## config.mk

```make
export PLATFORM = sky130hd
export DESIGN_NAME = wave_ctrl_flat
export DESIGN_NICKNAME = d
export VERILOG_FILES = /design/src/rtl/wave_ctrl_pkg.sv /design/src/rtl/wave_ctrl_if.sv /design/src/rtl/wave_ctrl_btn_cond.sv /design/src/rtl/wave_ctrl.sv /design/src/flat_wrapper.sv
export SDC_FILE = /design/constraint.sdc
export NUM_CORES = 1
export LEC_CHECK = 0
export ABC_AREA = 1
export BUFFER_PORTS_ARGS = -buffer_cell sky130_fd_sc_hd__buf_2
export CAP_MARGIN = 20
export CORE_ASPECT_RATIO = 1.25
export CORE_MARGIN = 2
export CORE_UTILIZATION = 56
export DETAILED_ROUTE_END_ITERATION = 12
export GPL_ROUTABILITY_DRIVEN = 0
export PLACE_DENSITY_LB_ADDON = 0.08
export SYNTH_ARGS = -nofsm -noshare
export SYNTH_HDL_FRONTEND = slang
export SYNTH_SLANG_ARGS = --single-unit
```

## constraint.sdc

```tcl
create_clock -name clk -period 1.7 [get_ports clk]
set_input_delay 0.255 -clock clk [delete_from_list [all_inputs] [get_ports clk]]
set_output_delay 0.255 -clock clk [all_outputs]
set_load 0.05 [all_outputs]
```

## src/rtl/wave_ctrl_pkg.sv

```systemverilog
// +----------------------------------------------------------------------------+
// | wave_ctrl_pkg                                                              |
// | Shared types, function codes and helpers for the waveform control block.   |
// | Rev 1.0 - initial release                                                  |
// +----------------------------------------------------------------------------+
`default_nettype none

package wave_ctrl_pkg;

  localparam int CNT_W = 3;

  localparam logic [CNT_W-1:0] FUNC_SINE   = 3'd0;
  localparam logic [CNT_W-1:0] FUNC_SQUARE = 3'd1;
  localparam logic [CNT_W-1:0] FUNC_TAN    = 3'd2;
  localparam logic [CNT_W-1:0] FUNC_TRI    = 3'd3;
  localparam logic [CNT_W-1:0] FUNC_SAW    = 3'd4;

  // Prescaler value that no datapath treats as "step", so ROM readers stall
  localparam logic [CNT_W-1:0] FREEZE_DY = 3'd7;

  localparam int NUM_BTN  = 4;
  localparam int BTN_FUNC = 0;
  localparam int BTN_FREQ = 1;
  localparam int BTN_AMP  = 2;
  localparam int BTN_PERI = 3;

  typedef enum logic [1:0] {
    RUN   = 2'd0,
    APPLY = 2'd1,
    HOLD  = 2'd2
  } state_t;

  function automatic logic [CNT_W-1:0] wrap_inc(input logic [CNT_W-1:0] val,
                                                input logic [CNT_W-1:0] max_val);
    return (val >= max_val) ? '0 : val + CNT_W'(1);
  endfunction

endpackage

`default_nettype wire

```

## src/rtl/wave_ctrl_if.sv

```systemverilog
// +----------------------------------------------------------------------------+
// | wave_ctrl_if                                                               |
// | Front-panel buttons and the shared waveform control bus.                   |
// | Rev 1.0 - initial release                                                  |
// +----------------------------------------------------------------------------+
`default_nettype none

interface wave_ctrl_if;
  import wave_ctrl_pkg::*;

  logic             btn_func;
  logic             btn_freq;
  logic             btn_amp;
  logic             btn_peri;
  logic [CNT_W-1:0] func_cnt;
  logic [CNT_W-1:0] freq_dy;
  logic [CNT_W-1:0] amp_cnt;
  logic [CNT_W-1:0] peri_cnt;
  logic [CNT_W-1:0] peri_posedge;
  logic             busy;

  modport master (
    input  btn_func, btn_freq, btn_amp, btn_peri,
    output func_cnt, freq_dy, amp_cnt, peri_cnt, peri_posedge, busy
  );

  modport slave (
    output btn_func, btn_freq, btn_amp, btn_peri,
    input  func_cnt, freq_dy, amp_cnt, peri_cnt, peri_posedge, busy
  );

endinterface

`default_nettype wire

```

## src/rtl/wave_ctrl_btn_cond.sv

```systemverilog
// +----------------------------------------------------------------------------+
// | btn_cond                                                                   |
// | Push-button conditioner: 2-flop sync, optional debounce, rising-edge strobe|
// | Debounce enabled by defining WAVE_CTRL_DEBOUNCE_EN.                        |
// | Rev 1.0 - initial release                                                  |
// +----------------------------------------------------------------------------+
`default_nettype none

module btn_cond #(
  parameter int DB_CYC = 4
) (
  input  wire logic clk,
  input  wire logic rst_n,
  input  wire logic btn,
  output logic      press
);

  logic r_sync1;
  logic r_sync2;
  logic r_level_d;
  logic r_press;
  logic w_level;

  always_ff @(posedge clk or negedge rst_n) begin
    if (!rst_n) begin
      r_sync1 <= 1'b0;
      r_sync2 <= 1'b0;
    end else begin
      r_sync1 <= btn;
      r_sync2 <= r_sync1;
    end
  end

`ifdef WAVE_CTRL_DEBOUNCE_EN
  localparam int DB_W = (DB_CYC > 1) ? $clog2(DB_CYC) : 1;

  logic [DB_W-1:0] r_db_cnt;
  logic            r_db_level;

  // Level only follows after DB_CYC consecutive samples disagree with it
  always_ff @(posedge clk or negedge rst_n) begin
    if (!rst_n) begin
      r_db_cnt   <= '0;
      r_db_level <= 1'b0;
    end else if (r_sync2 == r_db_level) begin
      r_db_cnt <= '0;
    end else if (r_db_cnt == DB_W'(DB_CYC - 1)) begin
      r_db_cnt   <= '0;
      r_db_level <= r_sync2;
    end else begin
      r_db_cnt <= r_db_cnt + DB_W'(1);
    end
  end

  assign w_level = r_db_level;
`else
  assign w_level = r_sync2;
`endif

  always_ff @(posedge clk or negedge rst_n) begin
    if (!rst_n) begin
      r_level_d <= 1'b0;
      r_press   <= 1'b0;
    end else begin
      r_level_d <= w_level;
      r_press   <= w_level & ~r_level_d;
    end
  end

  assign press = r_press;

endmodule

`default_nettype wire

```

## src/rtl/wave_ctrl.sv

```systemverilog
// +----------------------------------------------------------------------------+
// | wave_ctrl                                                                  |
// | Front-panel controller: button strobes -> counts, prescaler, APPLY/HOLD.   |
// | Optional debounce via WAVE_CTRL_DEBOUNCE_EN (in btn_cond).                 |
// | Rev 1.0 - initial release                                                  |
// +----------------------------------------------------------------------------+
`default_nettype none

module wave_ctrl
  import wave_ctrl_pkg::*;
#(
  parameter int NUM_FUNC = 5,
  parameter int MAX_FREQ = 7,
  parameter int MAX_AMP  = 3,
  parameter int MAX_PERI = 3,
  parameter int HOLD_CYC = 16,
  parameter int DB_CYC   = 4
) (
  input  wire logic   clk,
  input  wire logic   rst_n,
  wave_ctrl_if.master bus
);

  localparam int HOLD_W = (HOLD_CYC > 1) ? $clog2(HOLD_CYC) : 1;

  logic [NUM_BTN-1:0] w_btn_raw;
  logic [NUM_BTN-1:0] w_press;

  state_t             r_state;
  state_t             w_state_nxt;

  logic [CNT_W-1:0]   r_func_cnt, w_func_nxt;
  logic [CNT_W-1:0]   r_freq_cnt, w_freq_nxt;
  logic [CNT_W-1:0]   r_amp_cnt,  w_amp_nxt;
  logic [CNT_W-1:0]   r_peri_cnt, w_peri_nxt;
  logic [CNT_W-1:0]   r_freq_dy,  w_dy_nxt;
  logic [HOLD_W-1:0]  r_hold_cnt, w_hold_nxt;
  logic               r_pulse,    w_pulse_nxt;
  logic               r_busy,     w_busy_nxt;

  assign w_btn_raw = {bus.btn_peri, bus.btn_amp, bus.btn_freq, bus.btn_func};

  for (genvar gi = 0; gi < NUM_BTN; gi++) begin : g_btn
    btn_cond #(.DB_CYC(DB_CYC)) u_btn (
      .clk   (clk),
      .rst_n (rst_n),
      .btn   (w_btn_raw[gi]),
      .press (w_press[gi])
    );
  end

  always_ff @(posedge clk or negedge rst_n) begin
    if (!rst_n) r_state <= RUN;
    else        r_state <= w_state_nxt;
  end

  always_comb begin
    w_state_nxt = r_state;
    case (r_state)
      RUN:     if (|w_press)           w_state_nxt = APPLY;
      APPLY:                           w_state_nxt = HOLD;
      HOLD:    if (r_hold_cnt == '0)   w_state_nxt = RUN;
      default:                         w_state_nxt = RUN;
    endcase
  end

  // Next values for every registered output; strobes outside RUN fall through
  always_comb begin
    w_func_nxt  = r_func_cnt;
    w_freq_nxt  = r_freq_cnt;
    w_amp_nxt   = r_amp_cnt;
    w_peri_nxt  = r_peri_cnt;
    w_hold_nxt  = r_hold_cnt;
    w_dy_nxt    = '0;
    w_pulse_nxt = 1'b0;
    w_busy_nxt  = 1'b0;
    case (r_state)
      RUN: begin
        if (w_press[BTN_FUNC])      w_func_nxt = wrap_inc(r_func_cnt, CNT_W'(NUM_FUNC - 1));
        else if (w_press[BTN_PERI]) w_peri_nxt = wrap_inc(r_peri_cnt, CNT_W'(MAX_PERI));
        else if (w_press[BTN_AMP])  w_amp_nxt  = wrap_inc(r_amp_cnt,  CNT_W'(MAX_AMP));
        else if (w_press[BTN_FREQ]) w_freq_nxt = wrap_inc(r_freq_cnt, CNT_W'(MAX_FREQ));

        if (|w_press) begin
          w_pulse_nxt = 1'b1;
          w_busy_nxt  = 1'b1;
        end else begin
          w_dy_nxt = wrap_inc(r_freq_dy, r_freq_cnt);
        end
      end
      APPLY: begin
        w_hold_nxt = HOLD_W'(HOLD_CYC - 1);
        w_dy_nxt   = FREEZE_DY;
        w_busy_nxt = 1'b1;
      end
      HOLD: begin
        if (r_hold_cnt != '0) begin
          w_hold_nxt = r_hold_cnt - HOLD_W'(1);
          w_dy_nxt   = FREEZE_DY;
          w_busy_nxt = 1'b1;
        end
      end
      default: ;
    endcase
  end

  always_ff @(posedge clk or negedge rst_n) begin
    if (!rst_n) begin
      r_func_cnt <= FUNC_SINE;
      r_freq_cnt <= '0;
      r_amp_cnt  <= '0;
      r_peri_cnt <= '0;
      r_freq_dy  <= '0;
      r_hold_cnt <= '0;
      r_pulse    <= 1'b0;
      r_busy     <= 1'b0;
    end else begin
      r_func_cnt <= w_func_nxt;
      r_freq_cnt <= w_freq_nxt;
      r_amp_cnt  <= w_amp_nxt;
      r_peri_cnt <= w_peri_nxt;
      r_freq_dy  <= w_dy_nxt;
      r_hold_cnt <= w_hold_nxt;
      r_pulse    <= w_pulse_nxt;
      r_busy     <= w_busy_nxt;
    end
  end

  assign bus.func_cnt     = r_func_cnt;
  assign bus.freq_dy      = r_freq_dy;
  assign bus.amp_cnt      = r_amp_cnt;
  assign bus.peri_cnt     = r_peri_cnt;
  assign bus.peri_posedge = {2'b00, r_pulse};
  assign bus.busy         = r_busy;

endmodule

`default_nettype wire
```

## src/flat_wrapper.sv

```systemverilog
// flat-port wrapper written by rule: the top's interface ports become plain ports
module wave_ctrl_flat import wave_ctrl_pkg::*;
#(
  parameter int NUM_FUNC = 5,
  parameter int MAX_FREQ = 7,
  parameter int MAX_AMP  = 3,
  parameter int MAX_PERI = 3,
  parameter int HOLD_CYC = 16,
  parameter int DB_CYC   = 4
)
  (clk, rst_n, bus_btn_func, bus_btn_freq, bus_btn_amp, bus_btn_peri, bus_func_cnt, bus_freq_dy, bus_amp_cnt, bus_peri_cnt, bus_peri_posedge, bus_busy);
  wave_ctrl_if bus_i ();
  input  wire logic clk;
  input  wire logic rst_n;
  input wire logic [$bits(bus_i.btn_func)-1:0] bus_btn_func;
  input wire logic [$bits(bus_i.btn_freq)-1:0] bus_btn_freq;
  input wire logic [$bits(bus_i.btn_amp)-1:0] bus_btn_amp;
  input wire logic [$bits(bus_i.btn_peri)-1:0] bus_btn_peri;
  output wire logic [$bits(bus_i.func_cnt)-1:0] bus_func_cnt;
  output wire logic [$bits(bus_i.freq_dy)-1:0] bus_freq_dy;
  output wire logic [$bits(bus_i.amp_cnt)-1:0] bus_amp_cnt;
  output wire logic [$bits(bus_i.peri_cnt)-1:0] bus_peri_cnt;
  output wire logic [$bits(bus_i.peri_posedge)-1:0] bus_peri_posedge;
  output wire logic [$bits(bus_i.busy)-1:0] bus_busy;
  assign bus_i.btn_func = bus_btn_func;
  assign bus_i.btn_freq = bus_btn_freq;
  assign bus_i.btn_amp = bus_btn_amp;
  assign bus_i.btn_peri = bus_btn_peri;
  assign bus_func_cnt = bus_i.func_cnt;
  assign bus_freq_dy = bus_i.freq_dy;
  assign bus_amp_cnt = bus_i.amp_cnt;
  assign bus_peri_cnt = bus_i.peri_cnt;
  assign bus_peri_posedge = bus_i.peri_posedge;
  assign bus_busy = bus_i.busy;
  wave_ctrl #(.NUM_FUNC(NUM_FUNC), .MAX_FREQ(MAX_FREQ), .MAX_AMP(MAX_AMP), .MAX_PERI(MAX_PERI), .HOLD_CYC(HOLD_CYC), .DB_CYC(DB_CYC)) u_core (.clk(clk), .rst_n(rst_n), .bus(bus_i));
endmodule
```

# ---- Word level (Yosys, flattened, before mapping)
# Index checks and enable logic that the tools add are counted.
dict set report classes {
  bitwise_logic 11
  addsub 6
  reduce_logical 11
  eq_ne 5
  order_cmp 5
  muxes 17
}
# operator n
set op_table {}
lappend op_table {{$mux W3} 7}
lappend op_table {{$add A3 B1 Y3 const B} 5}
lappend op_table {{$pmux W3 S3} 1}
lappend op_table {{$pmux W4 S2} 1}
lappend op_table {{$not A1 Y1} 7}
lappend op_table {{$ge A3 B2 Y1 const B} 2}
lappend op_table {{$ge A3 B3 Y1 const B} 2}
lappend op_table {{$ne A2 B1 Y1 const B} 3}
lappend op_table {{$pmux W2 S3} 1}
lappend op_table {{$reduce_and A2 Y1} 3}
lappend op_table {{$reduce_and A5 Y1} 1}
lappend op_table {{$and A1 B1 Y1} 4}
lappend op_table {{$logic_not A4 Y1} 1}
lappend op_table {{$mux W2} 2}
lappend op_table {{$mux W4} 1}
lappend op_table {{$reduce_and A4 Y1} 1}
lappend op_table {{$reduce_bool A4 Y1} 1}
lappend op_table {{$reduce_or A4 Y1} 1}
lappend op_table {{$sub A4 B1 Y4 const B} 1}
lappend op_table {{$ge A3 B3 Y1} 1}
lappend op_table {{$mux W1} 3}
lappend op_table {{$pmux W1 S3} 1}
lappend op_table {{$reduce_and A3 Y1} 1}
lappend op_table {{$eq A2 B1 Y1 const B} 1}
lappend op_table {{3 further kinds} 3}
dict set report word_totals {
  ff_bits 39
  elab_cells 80
  in_bits 6
}

# ---- Logic depth before layout (Yosys ltp)
dict set report logic_depth {
  ltp_word 4
  ltp_mapped 7
  ltp_nobuf 7
}

# ---- By module
# A second synthesis with hierarchy kept.
dict set report unflattened {
  cells_unflattened 178
  area_unflattened_um2 1741.7
}
# module n_inst cells_each seq_area_each_um2 area_per_inst_um2
set modules_own_cells {}
lappend modules_own_cells {wave_ctrl 1 154 575.6 1301.2}
lappend modules_own_cells {btn_cond 4 6 100.1 110.1}

# ---- Worst setup path before layout
# Ideal clock, no wire load.
dict set report synth_path {
  path_kind {register -> register}
  from {register u_core.r_peri_cnt[0], in the netlist u_core.bus.peri_cnt[0]}
  to {register u_core.r_peri_cnt[2], in the netlist u_core.bus.peri_cnt[2]}
  setup_time_ps 77
  t_arrival_ps 1528
  synth_period_minus_slack_ps 1605
  required_ps 1623
  path_stages_with_launch 7
  path_buffers 0
  slack_ps 95
  cell_sequence {dfrtp_1 -> ha_1 -> ha_1 -> nor2_1 -> nand2_1 -> or2_2 -> o21ai_1}
}
dict set report synth_between {
  elab_chain_len 2
  word_cells_on_any_way 3
  classes_between {add/sub: 1; order compare: 1; mux: 1}
}
# item line_no
set synth_rtl {}
lappend synth_rtl {{from (decl)} wave_ctrl.sv:35} ;# logic [CNT_W-1:0] r_peri_cnt, w_peri_nxt;
lappend synth_rtl {{from (signal assigned)} wave_ctrl.sv:121} ;# r_peri_cnt <= w_peri_nxt;
lappend synth_rtl {{$add A3 B1 Y3 / $ge A3 B2 Y1 (equally long branches)} wave_ctrl_pkg.sv:35} ;# return (val >= max_val) ? '0 : val + CNT_W'(1);
lappend synth_rtl {{$mux W3 (*)} wave_ctrl_pkg.sv:35}
# Every way passes the cells marked *; elsewhere a longest branch is shown, timed or not.
# A chain may end at the register's enable or synchronous reset.

# ---- Worst setup path in the final report
# Same ends and word-level chain as after synthesis.

==> reports/metrics.cfg <==
[status]
status=finished, final reports clean

[placement]
io_buffers=19
dp.cells=236
placed_cell_area_sq_um=1850
pre_cts_slack_ns=0.278
dp_hpwl_um=2030

[final_layout]
multi_input_area_sq_um=611
fill_cells=233
nNetsFinal=227
stdcell_area_sq_um=1930
post-route-util_pct=65.6
diodes=0
fin_cells=245
syn2layout_area_growth_pct=12.0
layout_common_cells=dfrtp_1, nand2_1, inv_1, nor2_1, buf_2
ff_latch_area_sq_um=976
drive_above_1_share_pct=17.2
final_common_cell=dfrtp_1

[floorplan]
ios=22
dieHeight_um=66.1
num_rows=22
core_sq_um=2950
start_util_pct=58.6
design.die.area_sq_um=3540
dieWidth_um=53.6

[power]
total_power_mw=3.78
peakVddDrop_mv=1.23
total_leakage_power_nw=1.06
powerDensity_nw_per_um2=1960

[timing]
clock.fmax_mhz=699
setup_ws_ns=0.270
setup_viol=0
min_period_over_period_pct=84.1
hold_viol=0
hold_ws_ns=0.0256
min_period_ns=1.43
rsz0062_at_grt=false
setup-tns-final_ns=0
skew_ns=0.00628
final_max_slew_viol_count=0

[synth]
netlist_area_sq_um=1730
synth.avg_cell_area_sq_um=9.48
ys_types=18
ys_ff_latch=39
yosys_warnings=0
ys_seq_area_share_pct=56.6
syn-instance-count=182

[min_path]
hold_path_class=in -> reg

[setup_path]
crit_top_cell=ha_1
crit_chain=ha_1 > ha_1 > nor2_1 > nand2_1 > or2_2 > o21ai_1
critPathSlowestCell=dfrtp_1
required_ns=1.96
r2r_slack_ns=0.27
cp.arrival_ns=1.69
critical_path.startpoint_type=register
path_class=reg -> reg
cpPeakStageDelay_ns=0.43
end_kind=register
path_max_fanout=5

[grt]
grt_antenna_before_repair=0
gr-usage-met2_pct=36.0
grt_pass1_wl_um=4840
first_global_vias=1247
met1_usage_pct=18.9
track_usage_pct=19.1
busiest_layer=met2
met3_usage_pct=4.07
grt_max_degree=40
overflow=0

[drt]
drc=0
wl_per_cell_um=11.0
wl_um=2690
drt-pass1-iter-count=5
ant_nets=0
dr.first_iter.drc_count=20
vias=1223
avgViaCountPerCell=4.99

[clock_network]
cts_sinks=39
htree_levels=2
cts_resized=0
clk_latency_ns=0.33
cts_hold_buf=1
clk_path_buf_depth=2
cts_made_buffers=5
path_clk_slew_ns=0.10
root_buffer=clkbuf_4
post-cts-setup-buffers=0
cts_tree=yes

[flow_run]
maxCapViolCount=0

-- registers in the layout, indices dropped and copies added (netlist names) --
name                          count
u_core.r_freq_cnt                 3
u_core.bus.amp_cnt                3
u_core.bus.func_cnt               3
u_core.g_btn.u_btn.press          4
u_core.g_btn.u_btn.r_level_d      4
u_core.bus.freq_dy                3
u_core.bus.peri_cnt               3
u_core.bus.busy                   1
u_core.g_btn.u_btn.r_sync2        4
u_core.r_state                    2
u_core.r_pulse                    1
u_core.g_btn.u_btn.r_sync1        4
u_core.r_hold_cnt                 4
-- cells by family (layout without fill, tap and decap cells) --
| group | Yosys count | count (layout) | synth area share [%] |
|---|---|---|---|
| compound gates | 14 | 14 | 4.06 |
| xor+xnor | 1 | 1 | 0.508 |
| buf+inv | 35 | 61 | 8.27 |
| other cells | 1 | 2 | 0.217 |
| simple gates | 79 | 79 | 21.0 |
| fa+ha+maj | 13 | 13 | 9.43 |
| flops | 39 | 39 | 56.6 |
-- cell usage after synthesis, drive strengths merged --
master / count / area, sq um
buf: 3 / 22.5
nor2: 21 / 93.8
nand3: 14 / 70.1
nand2: 38 / 158
inv: 32 / 120
nand4: 2 / 12.5
a21oi: 2 / 10.0
o21ai: 12 / 60.1
ha: 13 / 163
or2: 2 / 12.5
conb: 1 / 3.75
xor2: 1 / 8.76
dfrtp: 39 / 976
nand3b: 2 / 15.0
-- cell type report --
cell class                      instances  area share, %
Inverter                               32           6.21
Timing Repair Buffer                   21           5.83
Multi-Input combinational cell        109           31.6
Tap cell                               36           2.33
Sequential cell                        39           50.5
Clock buffer                            8           3.56
-- routing by layer --
metal	vias up	share of wire (%)
met5	-	0
met4	0	1.9
met3	6	3.9
met2	28	54
met1	578	40
li1	611	-
-- power by group --
| part | switching, mW | internal (mW) | total [mW] |
|---|---|---|---|
| registers | 0.231 | 1.21 | 1.44 |
| logic | 1.30 | 0.539 | 1.84 |
| clock network | 0.263 | 0.243 | 0.506 |
| total | 1.79 | 1.99 | 3.78 |
-- path summary, 6_finish.rpt --
check	cells after the start	startpoint	to
max in group asynchronous	3	rst_n	u_core.r_hold_cnt[2]$_DFFE_PN0P_
worst min-delay path	1	bus_btn_func	u_core.g_btn[0].u_btn.r_sync1$_DFF_PN0_
worst max-delay path	6	u_core.bus.peri_cnt[0]$_DFFE_PN0P_	u_core.bus.peri_cnt[2]$_DFFE_PN0P_
worst max register to register	6	u_core.bus.peri_cnt[0]$_DFFE_PN0P_	u_core.bus.peri_cnt[2]$_DFFE_PN0P_
min in group asynchronous	3	rst_n	u_core.bus.freq_dy[0]$_DFF_PN0_
worst min register to register	0	u_core.g_btn[2].u_btn.r_sync1$_DFF_PN0_	u_core.g_btn[2].u_btn.r_sync2$_DFF_PN0_
-- critical path, delay by kind of cell (launching register included) --
family          cells  cell delay [ns]
compound gates      1             0.12
fa+ha+maj           2             0.39
flops               1             0.43
simple gates        3             0.41
No activity file was read; power rests on OpenSTA's default activity.
